`config.mk`:
```
export PLATFORM = sky130hd
export DESIGN_NAME = alu_uart_interface
export DESIGN_NICKNAME = d
export VERILOG_FILES = /design/src/rtl/alu_uart_interface.sv
export SDC_FILE = /design/constraint.sdc
export NUM_CORES = 1
export LEC_CHECK = 0
export BUFFER_PORTS_ARGS = -buffer_cell sky130_fd_sc_hd__buf_2
export CORE_MARGIN = 2
export CORE_UTILIZATION = 45
export CTS_CLUSTER_SIZE = 14
export DETAILED_ROUTE_END_ITERATION = 7
export GPL_TIMING_DRIVEN = 1
export HOLD_SLACK_MARGIN = 0.15
export PLACE_DENSITY = 0.82
export RECOVER_POWER = 100
export SLEW_MARGIN = 15
export SYNTH_ARGS = -nofsm -noshare
export SYNTH_HDL_FRONTEND = slang
export SYNTH_SLANG_ARGS = --single-unit
```
`constraint.sdc`:
```
create_clock -name i_clk -period 2.6 [get_ports i_clk]
set_input_delay 0.52 -clock i_clk [delete_from_list [all_inputs] [get_ports i_clk]]
set_output_delay 0.52 -clock i_clk [all_outputs]
set_load 0.05 [all_outputs]
```
`src/rtl/alu_uart_interface.sv`:
```
// alu_uart_interface: collects A, B and opcode bytes from a UART receiver, latches the ALU result and hands it to the UART transmitter
module alu_uart_interface #(
    parameter int NB_DATA = 8,
    parameter int NB_OP   = 6
) (
    input  logic               i_clk,
    input  logic               i_reset,
    input  logic [NB_DATA-1:0] i_rx_data,
    input  logic               i_rx_done,
    input  logic [NB_DATA-1:0] i_alu_result,
    input  logic               i_tx_done,
    output logic [NB_DATA-1:0] o_alu_a,
    output logic [NB_DATA-1:0] o_alu_b,
    output logic [NB_OP-1:0]   o_alu_op,
    output logic [NB_DATA-1:0] o_tx_data,
    output logic               o_tx_start,
    output logic               o_busy
);
    typedef enum logic [2:0] {WAIT_A, WAIT_B, WAIT_OP, CALC, SEND, WAIT_TX} state_t;
    state_t state_q, state_d;
    logic [NB_DATA-1:0] a_q, a_d, b_q, b_d, tx_q, tx_d;
    logic [NB_OP-1:0] op_q, op_d;
    always_ff @(posedge i_clk) begin
        if (i_reset) begin
            state_q <= WAIT_A;
            a_q     <= '0;
            b_q     <= '0;
            op_q    <= '0;
            tx_q    <= '0;
        end else begin
            state_q <= state_d;
            a_q     <= a_d;
            b_q     <= b_d;
            op_q    <= op_d;
            tx_q    <= tx_d;
        end
    end
    always_comb begin
        state_d = state_q;
        a_d     = a_q;
        b_d     = b_q;
        op_d    = op_q;
        tx_d    = tx_q;
        case (state_q)
            WAIT_A: begin
                a_d     = i_rx_done ? i_rx_data : a_q;
                state_d = i_rx_done ? WAIT_B : WAIT_A;
            end
            WAIT_B: begin
                b_d     = i_rx_done ? i_rx_data : b_q;
                state_d = i_rx_done ? WAIT_OP : WAIT_B;
            end
            WAIT_OP: begin
                op_d    = i_rx_done ? i_rx_data[NB_OP-1:0] : op_q;
                state_d = i_rx_done ? CALC : WAIT_OP;
            end
            CALC: begin
                tx_d    = i_alu_result;
                state_d = SEND;
            end
            SEND:    state_d = WAIT_TX;
            WAIT_TX: state_d = i_tx_done ? WAIT_A : WAIT_TX;
            default: state_d = WAIT_A;
        endcase
    end
    assign o_alu_a    = a_q;
    assign o_alu_b    = b_q;
    assign o_alu_op   = op_q;
    assign o_tx_data  = tx_q;
    assign o_tx_start = !i_reset && state_q == SEND;
    assign o_busy     = !i_reset && (state_q == CALC || state_q == SEND || state_q == WAIT_TX);
endmodule
```
==> results of run 1 <==
[path summary, 6_finish.rpt]
check | from | end | depth (start not counted)
setup / recovery | state_q[2] | o_tx_start | 3
setup reg to reg | state_q[0] | o_alu_b[7] | 3
hold / removal | i_alu_result[3] | o_tx_data[3] | 3
hold reg to reg | o_alu_a[0] | o_alu_a[0] | 2
[cell usage in the layout (no fill, tap or decap), drive strengths merged]
cell / Yosys / final
a211oi: 1 / 1
a21o: 1 / 1
a21oi: 10 / 10
a31oi: 1 / 1
and4bb: 2 / 2
buf: 6 / 21
bufinv: 0 / 1
clkbuf: 3 / 38
dfxtp: 33 / 33
mux2i: 22 / 22
nand2: 16 / 16
nand2b: 1 / 1
nand3b: 2 / 2
nor2: 22 / 22
nor3: 1 / 1
nor4b: 1 / 1
or2b: 1 / 1
or3b: 1 / 1
or4b: 2 / 2
[cells by family after synthesis]
group           synth area share, %
compound gates                5.690
mux                           17.56
simple gates                  20.26
buf+inv                       3.792
flops                         52.69
[power groups by stage]
stage               clock network [mW]  logic (mW)  registers [mW]
floorplan                            0      0.0631           0.608
global placement                     0       0.158           0.551
detailed placement                   0       0.162           0.553
CTS                              0.402       0.162           0.541
global route                     0.421       0.166           0.545
finish                           0.391       0.156           0.542
[state kept, by name (all words and copies together) (netlist names)]
signal,cells
o_alu_a,8
o_alu_b,8
o_tx_data,8
o_alu_op,6
state_q,3
[worst register-to-register path, stage by stage (launching register included)]
cell and delay [ns]:
dfxtp_1 0.56, and4bb_1 0.59, mux2i_1 0.28, nor2_1 0.07
[cell usage after synthesis]
| cell type | number | area, um^2 |
|---|---|---|
| dfxtp_1 | 33 | 660.6 |
| mux2i_1 | 22 | 220.2 |
| nor2_1 | 22 | 82.58 |
| nand2_1 | 16 | 60.06 |
| a21oi_1 | 10 | 50.05 |
| buf_4 | 3 | 22.52 |
| clkbuf_1 | 3 | 11.26 |
| and4bb_2 | 2 | 25.02 |
| buf_2 | 2 | 10.01 |
| nand3b_1 | 2 | 15.01 |
| or4b_1 | 2 | 20.02 |
| a211oi_1 | 1 | 7.510 |
| a21o_1 | 1 | 7.510 |
| a31oi_1 | 1 | 6.260 |
| buf_1 | 1 | 3.750 |
| nand2b_1 | 1 | 6.260 |
| nor3_1 | 1 | 5.000 |
| nor4b_4 | 1 | 23.77 |
| or2b_1 | 1 | 7.510 |
| or3b_2 | 1 | 8.760 |
[layout make-up]
class | count | area (um^2) | area share [%]
multi-input cells | 84 | 545.5 | 35.10
clock buffers | 7 | 55.05 | 3.543
flip-flops and latches | 33 | 660.6 | 42.51
clock inverters | 1 | 30.03 | 1.932
repair buffers | 52 | 224.0 | 14.41
well taps | 31 | 38.79 | 2.496
[metal layers]
metal	GRT usage, %	share of wire, %
met1	22.32	44
met2	27.08	49
met3	5.069	5.6
met4	9.967	1.6
met5	0	0
[through the flow]
| stage | std cells | hold WS [ns] |
|---|---|---|
| after detailed placement | 200 | 0.4474 |
| after CTS | 208 | 0.4061 |
| after floorplan | 126 | 0.5426 |
| after global placement | 200 | 0.4449 |
| after global routing | 208 | 0.4288 |
| final | 208 | 0.4194 |
==> metrics, run 1 <==
Remaining DRCs 0; clk_skew 0.005335 ns; Initial Util 46.26%; clock group share of total power 35.9%; post-cts gate resize count 0; starting DRC count in detailed routing 23; Top delay family on crit path flip-flops; Period Utilization, post-route 88.35%; Critical Path Max Stage Delay 0.50 ns; H-tree levels 2; post-route cell area 1554 um^2; Overflow after GRT 0; DR pass1 iterations 4; post-synthesis cell type count 20; Flop pwr share 49.7%; CTS Buf Count 5; post-synthesis instance area 1254 um^2; vias in the first global route approximately 940; Die H about 57 um; DR vias/cell 4.981; Worst VDD drop approximately 0.54 mV; Logic pwr share 14.3%; CP Capture Type output pin; first-pass GRT wire length between 4000 and 5000 um; CTS tree done; CP Cell Sequence or2b_1, nor3_1, clkbuf_1; max_slew headroom roughly three fifths; FILL cells 269; Top Ports 52; Setup TNS Final 0 ns; MaxCap Viol Count 0; Place WS between 0.7 and 0.8 ns; R2R Setup Slk 0.98 ns; Ys Warns 0; initial antenna violation count 0; Worst-Skew Late Latency roughly 0.32 ns; PortBufs 51; Num Clock Sinks 33; Worst path slowest cell dfxtp_1; routability congestion estimate from global placement 0.7713; GR Util All Layers between 15 and 20%; maximum clock rate 435.3 MHz; NetSw 289.7 uW; leakage 0.6562 nW; Net Sw Frac 26.60%; Core Box Area 2710 um^2; status finished clean; CTS clk-pin slew, worst paths 0.09 ns; Worst EP required 2.08 ns; Die W about 57 um; Yosys reg bits 33; final core occ between 50% and 60%; worst-path maximum fanout 9; Net Count, Synth 146; Min-Delay Path Class input port to flop; max-slew violations 0; Gate Count Post-Synth roughly 130; post-route setup slack 0.3030 ns; postcts setup bufs 0; Placed Area between 1500 and 2000 um^2; Worst Max-Slew Pin Slew just over 0.6 ns; post-synthesis sequential area ratio 52.69%; number of nets with antenna violations after routing 0; Final Power 1.089 mW; largest net degree at the start of global routing 36; Setup crit start kind flop; wire length per cell 12.84 um; root buf cell clkbuf_4; Via Count 1,036; Final Hold Fails 0; overall die area 3224 um^2; row cnt 19; RSZ-0062 raised after global routing no; Clock Path Buffers 2; pwr/cell area 700.9 nW/um^2; # diodes 0; wirelength, routed about 2700 um; ratio of cells with drive above 1 in the final layout 16.95%; Hold-fix buffers, CTS 0; area grow syn2layout 23.95%; worst path bufs/invs 1; post-synthesis average cell area 9.950 um^2; Worst EP arrival roughly 1.8 ns; final setup violation count 0; Cell Int Power 799.4 uW; crit path kind flop to output pin; Final #Nets 196; HPWL after detailed placement 1984 um; Tmin final 2.297 ns
Note: power is estimated with default switching activity, not from simulation.
==> inputs of run 2 (changes only) <==
Settings changed: CTS_BUF_LIST set to sky130_fd_sc_hd__clkbuf_16.
==> metrics, run 2 (synthesis results as in run 1) <==
status finished clean; DR vias/cell 5.029 (+0.97%); Final #Nets 196 (unchanged); Overflow after GRT 0 (unchanged); post-route cell area 1630 um^2 (+4.9%); initial antenna violation count 0 (unchanged); wirelength, routed 2722 um (+1.9%); Top delay family on crit path buffers and inverters; FILL cells 258 (-4.1%); leakage 0.6889 nW (+5.0%); Net Sw Frac 24.44% (-2.2 points); fin cells 208 (unchanged); CTS tree done; CTS clk-pin slew, worst paths 0.05 ns (-0.04 ns); max_slew headroom 58.09% (-1.2 points); worst-path maximum fanout 11 (+2); Worst path slowest cell dfxtp_1; Setup crit start kind flop; Final Power 1.344 mW (+23%); final core occ 60.16% (+2.8 points); Flop pwr share 40.4% (-9.3 points); clock group share of total power 48.0% (+12 points); clk_skew 0.003344 ns (-0.001991 ns); area grow syn2layout 30.04%; Period Utilization, post-route 88.18% (-0.17 points); Initial Util 46.26% (unchanged); Hold Slack 0.4524 ns (+0.03296 ns); MaxCap Viol Count 0 (unchanged); Worst VDD drop 0.6149 mV (+14%); wire length per cell 13.09 um (+1.9%); most frequent cells in the layout dfxtp_1, clkbuf_1, mux2i_1, nor2_1, buf_2; routability congestion estimate from global placement 0.7713 (unchanged); Setup TNS Final 0 ns (unchanged); PortBufs 51 (unchanged); overall die area 3224 um^2 (unchanged); Worst-Skew Late Latency 0.28 ns (-0.04 ns); Logic pwr share 11.6% (-2.7 points); Place WS 0.7176 ns (unchanged); CP Cell Sequence nand3b_1, buf_4, a21oi_1, clkbuf_1; largest net degree at the start of global routing 36 (unchanged); crit path kind flop to output pin; CTS Buf Count 5 (unchanged); Critical Path Max Stage Delay 0.54 ns (+0.04 ns); starting DRC count in detailed routing 26 (+13%); Via Count 1,046 (+0.97%); Final Hold Fails 0 (unchanged); Top Ports 52 (unchanged); post-route setup slack 0.3074 ns (+0.004481 ns); Remaining DRCs 0 (unchanged); pwr/cell area 824.3 nW/um^2 (+18%); final setup violation count 0 (unchanged); Min-Delay Path Class flop to flop; row cnt 19 (unchanged); Die W 56.78 um (unchanged); RSZ-0062 raised after global routing no; Core Box Area 2710 um^2 (unchanged); root buf cell clkbuf_16; CP Capture Type output pin; H-tree levels 2 (unchanged); worst path bufs/invs 2 (+1); ratio of cells with drive above 1 in the final layout 15.82% (-1.1 points); # diodes 0 (unchanged); Placed Area 1508 um^2 (unchanged); Tmin final 2.293 ns (-0.004481 ns); Cell Int Power 1.015 mW (+27%); commonest non-fill, non-tap cell in the layout dfxtp_1; NetSw 328.5 uW (+13%); Num Clock Sinks 33 (unchanged); postcts setup bufs 0 (unchanged); vias in the first global route 941 (unchanged); Worst EP required 2.08 ns (about the same); maximum clock rate 436.2 MHz (+0.20%); number of nets with antenna violations after routing 0 (unchanged); Placed Instances 200 (unchanged); Hold-fix buffers, CTS 0 (unchanged); max-slew violations 0 (unchanged); DR pass1 iterations 4 (unchanged); GR Util All Layers 18.31% (+0.57 points); Clock Path Buffers 2 (unchanged); first-pass GRT wire length 4402 um (+1.6%); Die H 56.78 um (unchanged); Worst EP arrival 1.77 ns (about the same); HPWL after detailed placement 1984 um (unchanged); Worst Max-Slew Pin Slew 0.6313 ns (+0.01878 ns); post-cts gate resize count 0 (unchanged)
run 2: worst paths after layout:
kind                            cells past startpoint  startpoint         end  slack [ns]
worst max register to register                      3  state_q[0]  o_alu_b[7]        0.99
worst max-delay path                                4  state_q[0]      o_busy        0.31
worst min register to register                      2  o_alu_a[0]  o_alu_a[0]        0.45
worst min-delay path                                2  o_alu_a[0]  o_alu_a[0]        0.45
run 2: power groups by stage:
stage | combinational, mW | sequential [mW] | clock, mW
finish | 0.156 | 0.544 | 0.645
global route | 0.166 | 0.546 | 0.676
CTS | 0.162 | 0.543 | 0.655
detailed placement | 0.162 | 0.553 | 0
global placement | 0.158 | 0.551 | 0
floorplan | 0.0631 | 0.608 | 0
run 2: area by class of cell:
cell class,instances,area (um^2),share of cell area [%]
Clock buffer,5,125.1,7.675
Clock inverter,3,37.54,2.302
Multi-Input combinational cell,84,545.5,33.46
Sequential cell,33,660.6,40.52
Tap cell,31,38.79,2.379
Timing Repair Buffer,52,222.7,13.66
run 2: per-layer routing:
layer	share of wire, %	up-vias	GRT usage, %
met5	0	-	0
li1	-	526	-
met2	47	28	26.91
met4	2.6	0	11.96
met1	45	484	22.89
met3	5.5	8	5.760
run 2: worst register-to-register path, delay by kind of cell, from the launching register on:
| kind | cells | cell delay [ns] |
|---|---|---|
| AND/OR/NAND/NOR | 2 | 0.65 |
| multiplexers | 1 | 0.28 |
| flip-flops | 1 | 0.54 |
